**config.mk**
```make
export PLATFORM = sky130hd
export DESIGN_NAME = hilo_muldiv
export DESIGN_NICKNAME = d
export VERILOG_FILES = /design/src/rtl/hilo_muldiv_pkg.sv /design/src/rtl/muldiv_step.sv /design/src/rtl/hilo_muldiv.sv
export SDC_FILE = /design/constraint.sdc
export NUM_CORES = 1
export LEC_CHECK = 0
export ABC_CLOCK_PERIOD_IN_PS = 4800
export BUFFER_PORTS_ARGS = -buffer_cell sky130_fd_sc_hd__buf_2
export CORE_ASPECT_RATIO = 1.25
export CORE_MARGIN = 2
export CORE_UTILIZATION = 30
export DETAILED_ROUTE_END_ITERATION = 8
export PLACE_DENSITY = 0.49
export SETUP_SLACK_MARGIN = 0.5
export SYNTH_ARGS = -nofsm -noshare
export SYNTH_HDL_FRONTEND = slang
export SYNTH_SLANG_ARGS = --single-unit
```
**constraint.sdc**
```tcl
create_clock -name clk -period 4.8 [get_ports clk]
set_clock_uncertainty 0.05 [all_clocks]
set_input_delay 0.72 -clock clk [delete_from_list [all_inputs] [get_ports clk]]
set_output_delay 0.72 -clock clk [all_outputs]
set_load 0.02 [all_outputs]
```
**src/rtl/hilo_muldiv_pkg.sv**
```systemverilog
// Shared encodings for the HI/LO multiply/divide unit.
// Holds the OP encodings, the FSM state encodings and the default operand width.
package hilo_muldiv_pkg;

    localparam int unsigned N_DEF = 32;

    // Operation select (fully decoded, no illegal values)
    localparam logic [1:0] OP_MULT  = 2'b00;
    localparam logic [1:0] OP_MULTU = 2'b01;
    localparam logic [1:0] OP_DIV   = 2'b10;
    localparam logic [1:0] OP_DIVU  = 2'b11;

    // FSM states
    localparam logic [1:0] S_IDLE = 2'b00;
    localparam logic [1:0] S_RUN  = 2'b01;
    localparam logic [1:0] S_FIX  = 2'b10;

    // Signed ops convert operands to magnitudes and fix the sign at the end
    function automatic logic op_is_signed(input logic [1:0] op);
        return (op == OP_MULT) || (op == OP_DIV);
    endfunction

endpackage

```
**src/rtl/muldiv_step.sv**
```systemverilog
// One iteration of the shared multiply/divide datapath (purely combinational).
// Ports:
//   is_div      - 1: restoring-divide step, 0: shift-add multiply step
//   acc         - upper half of product / partial remainder
//   low         - lower half of product (multiplier bits) / dividend-then-quotient bits
//   opd         - multiplicand / divisor magnitude
//   acc_next_c  - acc after this iteration
//   low_next_c  - low after this iteration
module muldiv_step #(
    parameter int unsigned N = 32
) (
    input  logic         is_div,
    input  logic [N-1:0] acc,
    input  logic [N-1:0] low,
    input  logic [N-1:0] opd,
    output logic [N-1:0] acc_next_c,
    output logic [N-1:0] low_next_c
);

    logic [N:0]   sum;       // multiply: upper half plus conditional addend, with carry
    logic [N:0]   shifted;   // divide: remainder shifted left with next dividend bit (guard bit on top)
    logic [N-1:0] rem;
    logic         no_borrow;

    always_comb begin
        sum        = {1'b0, acc} + (low[0] ? {1'b0, opd} : {(N+1){1'b0}});
        shifted    = {acc, low[N-1]};
        no_borrow  = (shifted >= {1'b0, opd});
        // When no borrow the true difference is below the divisor, so N bits suffice
        rem        = shifted[N-1:0] - opd;
        acc_next_c = acc;
        low_next_c = low;
        if (is_div) begin
            acc_next_c = no_borrow ? rem : shifted[N-1:0];
            low_next_c = {low[N-2:0], no_borrow};
        end else begin
            // Shift the whole 2N-bit product register right by one, carry included
            acc_next_c = sum[N:1];
            low_next_c = {sum[0], low[N-1:1]};
        end
    end

endmodule

```
**src/rtl/hilo_muldiv.sv**
```systemverilog
// Multi-cycle MIPS multiply/divide unit owning the HI/LO registers.
// Ports:
//   clk, rst_n      - clock, asynchronous active-low reset
//   start, op, a, b - launch MULT/MULTU/DIV/DIVU (sampled only while idle)
//   mthi, mtlo      - write wdata into HI / LO while idle
//   wdata           - data for mthi/mtlo
//   busy            - operation in progress
//   done            - one-cycle pulse when HI/LO hold a new result
//   hi, lo          - HI/LO registers
module hilo_muldiv
    import hilo_muldiv_pkg::*;
#(
    parameter int unsigned N = N_DEF
) (
    input  logic         clk,
    input  logic         rst_n,
    input  logic         start,
    input  logic [1:0]   op,
    input  logic [N-1:0] a,
    input  logic [N-1:0] b,
    input  logic         mthi,
    input  logic         mtlo,
    input  logic [N-1:0] wdata,
    output logic         busy,
    output logic         done,
    output logic [N-1:0] hi,
    output logic [N-1:0] lo
);

    localparam int unsigned CW = $clog2(N);

    logic [1:0]    state,  state_nxt;
    logic [CW-1:0] cnt,    cnt_nxt;
    logic [1:0]    op_q,   op_nxt;
    logic [N-1:0]  acc,    acc_nxt;
    logic [N-1:0]  low,    low_nxt;
    logic [N-1:0]  opd,    opd_nxt;
    logic [N-1:0]  a_raw,  a_raw_nxt;
    logic          sa,     sa_nxt;
    logic          sb,     sb_nxt;
    logic          div0,   div0_nxt;
    logic [N-1:0]  hi_nxt, lo_nxt;
    logic          busy_nxt, done_nxt;

    logic [N-1:0]   step_acc_c;
    logic [N-1:0]   step_low_c;
    logic [2*N-1:0] prod_c;

    muldiv_step #(.N(N)) u_step (
        .is_div     (op_q[1]),
        .acc        (acc),
        .low        (low),
        .opd        (opd),
        .acc_next_c (step_acc_c),
        .low_next_c (step_low_c)
    );

    // Next-state and datapath update
    always_comb begin
        state_nxt = state;
        cnt_nxt   = cnt;
        op_nxt    = op_q;
        acc_nxt   = acc;
        low_nxt   = low;
        opd_nxt   = opd;
        a_raw_nxt = a_raw;
        sa_nxt    = sa;
        sb_nxt    = sb;
        div0_nxt  = div0;
        hi_nxt    = hi;
        lo_nxt    = lo;
        busy_nxt  = busy;
        done_nxt  = 1'b0;
        prod_c    = {acc, low};

        case (state)
            S_IDLE: begin
                if (mthi) hi_nxt = wdata;
                if (mtlo) lo_nxt = wdata;
                if (start) begin
                    op_nxt    = op;
                    sa_nxt    = op_is_signed(op) & a[N-1];
                    sb_nxt    = op_is_signed(op) & b[N-1];
                    low_nxt   = (op_is_signed(op) && a[N-1]) ? -a : a;
                    opd_nxt   = (op_is_signed(op) && b[N-1]) ? -b : b;
                    acc_nxt   = '0;
                    a_raw_nxt = a;
                    div0_nxt  = (b == '0);
                    cnt_nxt   = CW'(N - 1);
                    busy_nxt  = 1'b1;
                    state_nxt = S_RUN;
                end
            end
            S_RUN: begin
                acc_nxt = step_acc_c;
                low_nxt = step_low_c;
                if (cnt == '0) state_nxt = S_FIX;
                else           cnt_nxt   = cnt - CW'(1);
            end
            S_FIX: begin
                case (op_q)
                    OP_MULT, OP_MULTU: begin
                        prod_c = (sa ^ sb) ? -{acc, low} : {acc, low};
                        hi_nxt = prod_c[2*N-1:N];
                        lo_nxt = prod_c[N-1:0];
                    end
                    OP_DIV, OP_DIVU: begin
                        if (div0) begin
                            hi_nxt = a_raw;
                            lo_nxt = '1;
                        end else begin
                            // Quotient truncates toward zero; remainder follows the dividend
                            lo_nxt = (sa ^ sb) ? -low : low;
                            hi_nxt = sa ? -acc : acc;
                        end
                    end
                    default: ;
                endcase
                busy_nxt  = 1'b0;
                done_nxt  = 1'b1;
                state_nxt = S_IDLE;
            end
            default: begin
                busy_nxt  = 1'b0;
                state_nxt = S_IDLE;
            end
        endcase
    end

    // State and register update
    always_ff @(posedge clk or negedge rst_n) begin
        if (!rst_n) begin
            state <= S_IDLE;
            cnt   <= '0;
            op_q  <= OP_MULT;
            acc   <= '0;
            low   <= '0;
            opd   <= '0;
            a_raw <= '0;
            sa    <= 1'b0;
            sb    <= 1'b0;
            div0  <= 1'b0;
            hi    <= '0;
            lo    <= '0;
            busy  <= 1'b0;
            done  <= 1'b0;
        end else begin
            state <= state_nxt;
            cnt   <= cnt_nxt;
            op_q  <= op_nxt;
            acc   <= acc_nxt;
            low   <= low_nxt;
            opd   <= opd_nxt;
            a_raw <= a_raw_nxt;
            sa    <= sa_nxt;
            sb    <= sb_nxt;
            div0  <= div0_nxt;
            hi    <= hi_nxt;
            lo    <= lo_nxt;
            busy  <= busy_nxt;
            done  <= done_nxt;
        end
    end

endmodule

```
### Yosys cells after proc, flatten, opt, wreduce, memory -nomap -nowiden

Cells that the tools add are included.

| storage, ports and cells | value |
|---|---|
| flip-flop bits (word level) | 206 |
| latch bits | 0 |
| bits in writable memories | 0 |
| bits in read-only memories | 0 |
| input port bits | 103 |
| output and inout port bits | 66 |
| word-level logic and storage cells | 87 |
| memories | 0 |

| operators by class | value |
|---|---|
| add/sub/neg operators | 8 |
| $mul | 0 |
| divide/modulo/power cells | 0 |
| order comparisons | 1 |
| eq/ne operators | 11 |
| shift operators | 0 |
| multiplexer cells | 30 |
| bitwise gates (word level) | 4 |
| reduce and logical (&&, ||, !) cells | 19 |

Operator list:

| operator | number |
|---|---|
| $mux W32 | 14 |
| $pmux W32 S2 | 6 |
| $neg A32 Y32 | 4 |
| $mux W64 | 1 |
| $neg A64 Y64 | 1 |
| $add A32 B33 Y33 | 1 |
| $ge A33 B32 Y1 | 1 |
| $logic_not A32 Y1 | 1 |
| $sub A32 B32 Y32 | 1 |
| $reduce_and A2 Y1 | 6 |
| $mux W5 | 2 |
| $ne A2 B2 Y1 const B | 5 |
| $pmux W5 S2 | 1 |
| $eq A2 B2 Y1 const B | 4 |
| $logic_not A2 Y1 | 3 |
| $logic_not A5 Y1 | 1 |
| $sub A5 B1 Y5 const B | 1 |
| $eq A2 B1 Y1 const B | 2 |
| $mux W2 | 2 |
| $pmux W2 S2 | 1 |
| $reduce_bool A2 Y1 | 2 |
| $reduce_or A2 Y1 | 2 |
| $reduce_and A3 Y1 | 1 |
| $and A1 B1 Y1 | 2 |
| other kinds (6) | 8 |

### Longest topological paths before layout

| depth | value |
|---|---|
| depth in word-level cells | 6 |
| mapped depth | 13 |
| mapped depth without buffers | 12 |

### Modules after synthesis

From an unflattened synthesis, not the netlist that was laid out.

| second synthesis, totals | value |
|---|---|
| cells, all modules | 2,112 |
| area, all modules | 16,851.2 um^2 |

By module, submodules not included:

| module | times used | cells an instance | area an instance (um^2) | seq. area each (um^2) |
|---|---|---|---|---|
| hilo_muldiv | 1 | 1,441 | 12,152.9 | 5,129.9 |
| muldiv_step | 1 | 671 | 4,698.3 | 0.0 |

### Worst setup path before layout

No wires, ideal clock.

| timing path | value |
|---|---|
| path kind | register -> register |
| start point | register low[0] |
| end point | register acc[29] |
| arrival | 2.945 ns |
| setup slack | 1.683 ns |
| stages on the path, launching flop included | 14 |
| clock period less this slack | 3.117 ns |
| cell sequence | dfrtp_1 > inv_1 > clkbuf_1 > nor2_1 > ha_1 > clkbuf_1 > and4_1 > a221oi_1 > a211oi_1 > a21oi_1 > a21boi_1 > o32ai_1 > mux2i_1 > a32o_1 |

| on the way | value |
|---|---|
| longest elaborated chain between the ends | 4 |

RTL lines:

| item | line | text |
|---|---|---|
| start: declaration | hilo_muldiv.sv:36 | `logic [N-1:0] low, low_nxt;` |
| start signal: assignment | hilo_muldiv.sv:152 | `low <= low_nxt;` |
| $mux W32 | muldiv_step.sv:26 | `sum = {1'b0, acc} + (low[0] ? {1'b0, opd} : {(N+1){1'b0}});` |
| $add A32 B33 Y33 | muldiv_step.sv:26 |  |
| $mux W32 | muldiv_step.sv:33 | `if (is_div) begin` |
| $pmux W32 S2 | hilo_muldiv.sv:76 | `case (state)` |
| end signal: assignment | hilo_muldiv.sv:151 | `acc <= acc_nxt;` |
| end: declaration | hilo_muldiv.sv:35 | `logic [N-1:0] acc, acc_nxt;` |

Every way passes these cells.
A chain may end at the register's enable or synchronous reset.

### Worst setup path after layout

Ends and elaborated chain as after synthesis.

==> results.tsv <==
metric	value	unit
full die area	58100	um^2
post-cts repair resize count	0	
Net Sw Frac	0.534	
Most used DFF post-synth	dfrtp_1	
DR WL/cell	24.0	um
Placer Congestion	0.948	
grt ovf	0	
Comb power frac	0.663	
Vias	17500	
Tmin final	4030	ps
Routed Antenna Nets	0	
Post-synth ARST share	1.00	
relative slew slack	0.279	
Distinct cells, synth	83	
P_leak	8.39	nW
most frequent cells in the layout	nand2_1, o21ai_0, dfrtp_1	
syn nets	2358	
CTS Buf Count	26	
syn avg cell area	7.72	um^2
CTS tree	yes	
vias in the first global route	17100	
R2R depth	11	
maximum VDD drop	0.000349	V
nets	2460	
MaxCap Viol Count	0	
Hold WC Path Type	in -> async	
Detailed Route WL	73.3	mm
Die Y	269	um
Pint	7.95	mW
Pre-antenna DRT Iters	5	
Total GRT Usage	0.245	
Fill cells	6015	
Tightest Pin Transition	1080	ps
Tot Pwr	17.1	mW
placed insts	2999	
layout cells sized above 1	0.129	
critical path type	reg -> reg	
Initial Util	0.302	
# hold bufs at CTS	0	
Iteration-0 DRC Markers	1608	
DPL Wire Length	56.0	mm
clock power share	0.122	
Synth area leader	dfrtp_1	
top cells by area, synth	dfrtp_1, nand2_1, o21ai_0	
pre-CTS setup slack	872	ps
CTS H-tree lvls	1	
commonest non-fill, non-tap cell in the layout	nand2_1	
Max Freq	248	MHz
worst hold margin	32.4	ps
Post-CTS Setup Bufs	0	
Crit. End Element	flip-flop	
setup TNS	0	ps
port bufs	168	
CP required	5200	ps
pins over their slew limit	0	
Final Non-Filler Cells	3049	
Yosys top cell area share	0.304	
Syn Inst Count	2183	
RSZ-0062 raised after global routing	false	
core area	55800	um^2
Rows	97	
PwrDens	879	nW/um^2
TritonCTS Sinks	205	
first-pass GRT wire length	108	mm
CP Max Fanout	17	
final setup margin	773	ps
initial antenna violation count	1	
DRC errors left	0	
Util after Layout	0.348	
Final Hold Viols	0	
Setup violations, final	0	
synth warn	0	
status	finished clean	
sequential share of power	0.215	
Post-DP Area	18500	um^2
startpoint types	flip-flop	
Root Buffer	clkbuf_16	
Psw	9.10	mW
worst skew pair latency	560	ps
Seq/Total Area, Yosys	0.304	
CP Data Arrival Time	4420	ps
CTS Buffer Depth	3	
maximum number of pins on one net before global-route repair	93	
Die W	216	um
area delta synth->final	15.1	%
Top Ports	169	
Post-synth EDFFs	0	
post-synthesis register bit count	205	
post-route cell area	19400	um^2
Vias per Instance	5.72	
fin crit share	0.839	
Synth Cell Area	16900	um^2
clock edge transition at the registers on the reported setup and hold paths	60	ps
==> worst max-delay path: stages (launching register included) <==
cell,delay (ps)
dfrtp_1,470
inv_1,510
nor2_1,100
ha_1,390
and4_1,240
a221oi_1,440
a211oi_1,140
a21oi_1,530
a21boi_1,250
o32ai_1,390
mux2i_1,130
a32o_1,270
==> power groups by stage <==
stage	sequential [mW]	clock [mW]	combinational [mW]
finish	3.67	2.08	11.3
global route	3.76	2.19	12.3
CTS	3.66	2.12	11.2
detailed placement	3.68	0	11.2
global placement	3.67	0	11.2
floorplan	3.47	0	7.53
==> cell usage after synthesis (all sizes together), types with 22 or more instances <==
master,instances
a211oi,22
and3,22
ha,70
xor2,87
inv,73
mux2i,52
or3,23
o21ai,239
nor2,160
a21o,24
nand2,316
a21oi,167
o211ai,40
o22ai,45
nand4,22
a31oi,22
nor3,42
xnor2,84
clkbuf,131
dfrtp,205
nand3,56
o31ai,30
==> flip-flops by register name, summed over array words and instances (netlist names) <==
signal and count:
a_raw 32, acc 32, busy 1, cnt 5
div0 1, done 1, hi 32, lo 32
low 32, op_q 1, opd 32, sa 1
sb 1, state 2
==> layout make-up <==
class                   instances  area, um^2  area share
diodes                          2        5.00    0.000258
flip-flops and latches        205        5130       0.265
multi-input cells            1758       10900       0.562
well taps                     742         928      0.0479
inverters                      73         274      0.0141
clock inverters                12         116     0.00600
clock buffers                  36         769      0.0397
repair buffers                221        1260      0.0650
==> logic make-up (layout without fill, tap and decap cells) <==
| kind of cell | after synthesis | count (layout) | synth area share |
|---|---|---|---|
| xor+xnor | 171 | 171 | 0.0889 |
| flops | 205 | 205 | 0.304 |
| other cells | 0 | 2 | 0 |
| compound gates | 714 | 714 | 0.263 |
| fa+ha+maj | 72 | 72 | 0.0543 |
| mux | 55 | 55 | 0.0329 |
| buf+inv | 220 | 342 | 0.0506 |
| simple gates | 746 | 746 | 0.206 |
==> metal layers <==
metal	GRT usage	share of wire
met4	0.161	0.074
met3	0.0248	0.050
met5	0	0
met1	0.280	0.39
met2	0.436	0.49
==> final timing paths <==
| check | from | to | slack, ps |
|---|---|---|---|
| setup / recovery | low[0]$_DFFE_PN0P_ | acc[29]$_DFFE_PN0P_ | 770 |
| hold / removal | rst_n | low[9]$_DFFE_PN0P_ | 30 |
| setup reg to reg | low[0]$_DFFE_PN0P_ | acc[29]$_DFFE_PN0P_ | 770 |
| hold reg to reg | lo[15]$_DFFE_PN0P_ | lo[15]$_DFFE_PN0P_ | 420 |
| max in group asynchronous | rst_n | acc[20]$_DFFE_PN0P_ | 3420 |
| min in group clk | b[31] | div0$_DFFE_PN0P_ | 330 |
Note: power is estimated with default switching activity, not from simulation.
